`src/rtl/lock_sequencer.sv`:
```
// Entry and policy controller for the 4-digit combination lock.
// Collects four digits, judges the whole entry, and handles lockout and auto-relock.
module lock_sequencer #(
    parameter logic [15:0] COMBO          = 16'h8421,
    parameter int unsigned MAX_FAILS      = 3,
    parameter logic [31:0] LOCKOUT_CYCLES = 32'd250000000,
    parameter logic [31:0] OPEN_CYCLES    = 32'd500000000,
    parameter logic [31:0] ENTRY_CYCLES   = 32'd500000000
) (
    input  logic       CLOCK_50,
    input  logic       reset,
    input  logic       digit_valid,
    input  logic [3:0] digit,
    input  logic       relock,
    output logic       open,
    output logic       locked_out,
    output logic       fail,
    output logic [2:0] digits_in,
    output logic [3:0] fails,
    output logic [1:0] state
);

    typedef enum logic [1:0] {
        ST_ENTRY   = 2'd0,
        ST_CHECK   = 2'd1,
        ST_OPEN    = 2'd2,
        ST_LOCKOUT = 2'd3
    } state_t;

    state_t      state_q;
    logic [31:0] timer;
    logic        mismatch;
    logic [3:0]  expected_c;
    logic [3:0]  fails_inc_c;

    // Combination nibble for the digit position about to be entered.
    always_comb begin
        expected_c = COMBO[15:12];
        case (digits_in[1:0])
            2'd0:    expected_c = COMBO[15:12];
            2'd1:    expected_c = COMBO[11:8];
            2'd2:    expected_c = COMBO[7:4];
            default: expected_c = COMBO[3:0];
        endcase
    end

    assign fails_inc_c = (fails == 4'hF) ? fails : fails + 4'd1;
    assign state       = state_q;

    always_ff @(posedge CLOCK_50) begin
        if (reset) begin
            state_q    <= ST_ENTRY;
            open       <= 1'b0;
            locked_out <= 1'b0;
            fail       <= 1'b0;
            digits_in  <= 3'd0;
            fails      <= 4'd0;
            timer      <= 32'd0;
            mismatch   <= 1'b0;
        end else begin
            fail <= 1'b0;
            unique case (state_q)
                ST_ENTRY: begin
                    if (digit_valid) begin
                        mismatch  <= mismatch | (digit != expected_c);
                        digits_in <= digits_in + 3'd1;
                        timer     <= ENTRY_CYCLES;
                        if (digits_in == 3'd3) begin
                            state_q <= ST_CHECK;
                        end
                    end else if (digits_in != 3'd0) begin
                        // Abandoned partial entry: silently discarded, not a failure.
                        if (timer == 32'd0) begin
                            digits_in <= 3'd0;
                            mismatch  <= 1'b0;
                        end else begin
                            timer <= timer - 32'd1;
                        end
                    end
                end
                ST_CHECK: begin
                    digits_in <= 3'd0;
                    mismatch  <= 1'b0;
                    if (!mismatch) begin
                        state_q <= ST_OPEN;
                        open    <= 1'b1;
                        fails   <= 4'd0;
                        timer   <= OPEN_CYCLES - 32'd1;
                    end else begin
                        fail  <= 1'b1;
                        fails <= fails_inc_c;
                        if (fails_inc_c == 4'(MAX_FAILS)) begin
                            state_q    <= ST_LOCKOUT;
                            locked_out <= 1'b1;
                            timer      <= LOCKOUT_CYCLES - 32'd1;
                        end else begin
                            state_q <= ST_ENTRY;
                            timer   <= ENTRY_CYCLES;
                        end
                    end
                end
                ST_OPEN: begin
                    if (relock || timer == 32'd0) begin
                        state_q <= ST_ENTRY;
                        open    <= 1'b0;
                        timer   <= ENTRY_CYCLES;
                    end else begin
                        timer <= timer - 32'd1;
                    end
                end
                ST_LOCKOUT: begin
                    if (timer == 32'd0) begin
                        state_q    <= ST_ENTRY;
                        locked_out <= 1'b0;
                        fails      <= 4'd0;
                        timer      <= ENTRY_CYCLES;
                    end else begin
                        timer <= timer - 32'd1;
                    end
                end
            endcase
        end
    end

endmodule

```
`config.mk`:
```
export PLATFORM = sky130hd
export DESIGN_NAME = lock_sequencer
export DESIGN_NICKNAME = d
export VERILOG_FILES = /design/src/rtl/lock_sequencer.sv
export SDC_FILE = /design/constraint.sdc
export NUM_CORES = 1
export LEC_CHECK = 0
export BUFFER_PORTS_ARGS = -buffer_cell sky130_fd_sc_hd__buf_2
export CORE_MARGIN = 5
export CORE_UTILIZATION = 60
export CTS_BUF_LIST = sky130_fd_sc_hd__clkbuf_8
export CTS_CLUSTER_SIZE = 10
export DETAILED_ROUTE_END_ITERATION = 6
export PLACE_DENSITY = 0.88
export SLEW_MARGIN = 10
export SYNTH_ARGS = -nofsm -noshare
export SYNTH_HDL_FRONTEND = slang
export SYNTH_SLANG_ARGS = --single-unit
```
`constraint.sdc`:
```
create_clock -name CLOCK_50 -period 3.8 [get_ports CLOCK_50]
set_input_delay 0.57 -clock CLOCK_50 [delete_from_list [all_inputs] [get_ports CLOCK_50]]
set_output_delay 0.57 -clock CLOCK_50 [all_outputs]
set_load 0.02 [all_outputs]
```
==> metrics.cfg <==
[run_status]
status = finished clean

[clocking]
numCtsBuffers = 5
post_cts_resize_count = 0
cts_tree = done
post_cts_buffers = 0
path_clk_slew_ps = 80
cts_hold_buf = 0
htreeDepth = 2
cts_buffer_depth = 2
root_buffer = clkbuf_8
cts.sinks = 45
clock_latency_ps = 300

[synthesis]
synth_warnings = 0
yosys-top-cells-area = dfxtp_1 (31%), a21oi_1 (6.4%), nor2_1 (4.0%), o21ai_0 (3.8%), ha_1 (3.5%)
synth-edff-count = 0
syn_area_sq_mm = 0.00289
yosys.cell_types.count = 66
netlist_top_cells_count = dfxtp_1 (45), a21oi_1 (37), nor2_1 (31)
syn-num-nets = 374
ys_ff_latch = 45
ys.flop_type = dfxtp_1
synth_area_per_cell_sq_um = 8.08
ys_seq_area_share_pct = 31.1
ys_async_sr_fraction_pct = 0
synth_top_area_cell = dfxtp_1
synth_top_area_share_pct = 31.1
yosysMostFrequentCell = dfxtp_1
synthCells = 358

[floorplanning]
num_rows = 25
ioPinCount = 20
initial_core_util_pct = 61.7
die_area_sq_mm = 0.00631
die_w_microns = 79.5
die_y_microns = 79.5
design.core.area_sq_mm = 0.00469

[drt]
drc = 0
routed-via-count = 2924
wl_per_cell_microns = 18.0
drtPass1Iterations = 5
final_antenna_net_count = 0
routed_wl_microns = 7660
vias_per_cell = 6.88
drt_iter0_drc = 434

[placed_design]
dp_hpwl_microns = 5520
place_congestion = 0.945
io_buffers = 19
dp_cells = 419

[final_layout]
drive_gt1_share_pct = 14.3
diodes = 0
area_growth_pct = 6.57
fin_nets = 388
fin_util_pct = 65.7
finalNonFillerCells = 425
nFillCells = 383

[setup_path]
critPathKind = flop to flop
critPathCaptureType = flop
cp_num_buf_inv = 0
startpoint_type = flop
worstPathArrival_ps = 2990
path_cells = or4_1 -> or4_4 -> nor2_2 -> o21ai_1 -> nand2_1 -> nor2_1
crit_family = simple AND/OR/NAND/NOR gates
cpPeakStageDelay_ps = 680
worstPathRequired_ps = 4000
crit_slowest_cell = or4_1
crit_path_max_fanout = 13
r2r_setup_slack_ps = 1000

[timing]
slew_violations = 0
period_needed_ps = 2800
worst_pin_slew_ps = 761
grt_setup_unrepaired = false
fmaxAchievable_mhz = 357
hold_violations = 0
relSlewSlack_pct = 48.9
finalSetupViolCount = 0
post-route-period-util_pct = 73.6
clock_skew_ps = 10.3
finalSetupTns_ps = 0

[power]
power.leakage_nw = 1.11
ir_drop_mv = 0.234
power_density_mw_per_mm2 = 364

[flow_run]
maxCapViolCount = 0

[global_route]
grt-ovfl-total = 0
grt_pass1_vias = 2774
grt_max_degree = 36
grt_use_total_pct = 25.9
antenna_found_initial = 0
grt_first_pass_wirelength_microns = 13100

[min_path]
hold_class = flop to flop

## worst paths after layout
check	start	to	cells past startpoint
max	timer[20]	timer[11]	6
min	open	open	2
max reg2reg	timer[20]	timer[11]	6
min reg2reg	open	open	2
## flip-flops by register name, indices dropped and copies added, names as in the netlist
signal	flops
digits_in	3
locked_out	1
fail	1
state	2
timer	32
fails	4
open	1
mismatch	1
## cell families after synthesis
| group | Yosys count | share of synthesized area, % |
|---|---|---|
| AOI/OAI and AO/OA | 115 | 25.8 |
| DFF | 45 | 31.1 |
| adders and majority gates | 8 | 3.46 |
| muxes | 4 | 1.38 |
| xor gates and xnor gates | 16 | 4.84 |
| buffers and inverters | 28 | 4.32 |
| and+or+nand+nor | 142 | 29.1 |
## layer usage
| metal | global-route usage (%) | vias up | routed length [microns] |
|---|---|---|---|
| met5 | 0 | - | 0 |
| met4 | 15.3 | 0 | 386 |
| met3 | 4.29 | 37 | 707 |
| met2 | 41.1 | 196 | 3540 |
| met1 | 32.8 | 1314 | 3020 |
| li1 | - | 1377 | - |
## tightest hold or removal path, stage by stage, from the launching register on
cell     delay (ps)
dfxtp_1         330
a21oi_1          60
nor2_1           70
## placed cells by master (no fill, tap or decap), drive strengths merged, types with 2 or more instances in the layout
cell type,instances
a211oi,6
nand2b,7
xnor2,11
xor2,5
a2111oi,2
nor4,11
dfxtp,45
nor2b,4
nor3b,3
ha,8
o21a,3
nand4,3
mux2i,4
a21oi,37
or4,11
o31ai,2
a31oi,16
and3,2
or3,5
o41ai,2
o22ai,3
nor3,16
o21ai,24
o211ai,3
nand2,25
a21o,4
clkbuf,5
buf,24
nor2,34
inv,11
nand3,11
nand3b,4
## power breakdown
group	switching, mW	total (mW)	internal [mW]
clock	0.156	0.277	0.121
sequential	0.0429	0.543	0.500
combinational	0.192	0.304	0.112
total	0.391	1.12	0.733
## final cells by class
type                    instances  area, sq um  share of cell area (%)
clock buffers                   5         68.8                    2.23
inverters                      11         41.3                    1.34
clock inverters                 1         5.00                   0.162
flip-flops and latches         45          901                    29.2
repair buffers                 24          133                    4.30
well taps                      54         67.6                    2.19
multi-input cells             285         1870                    60.6
## per-stage QoR
stage / cell area, sq um / hold WS (ps) / power (mW) / worst slack [ps]
2_1_floorplan: 2890 / 458 / 0.772 / 1330
3_3_place_gp: 3010 / 469 / 0.834 / 1150
3_5_place_dp: 3010 / 480 / 0.844 / 1050
4_1_cts: 3080 / 501 / 1.11 / 1030
5_1_grt: 3080 / 538 / 1.18 / 903
6_report: 3080 / 490 / 1.12 / 1000
Note: power is estimated with default switching activity, not from simulation.
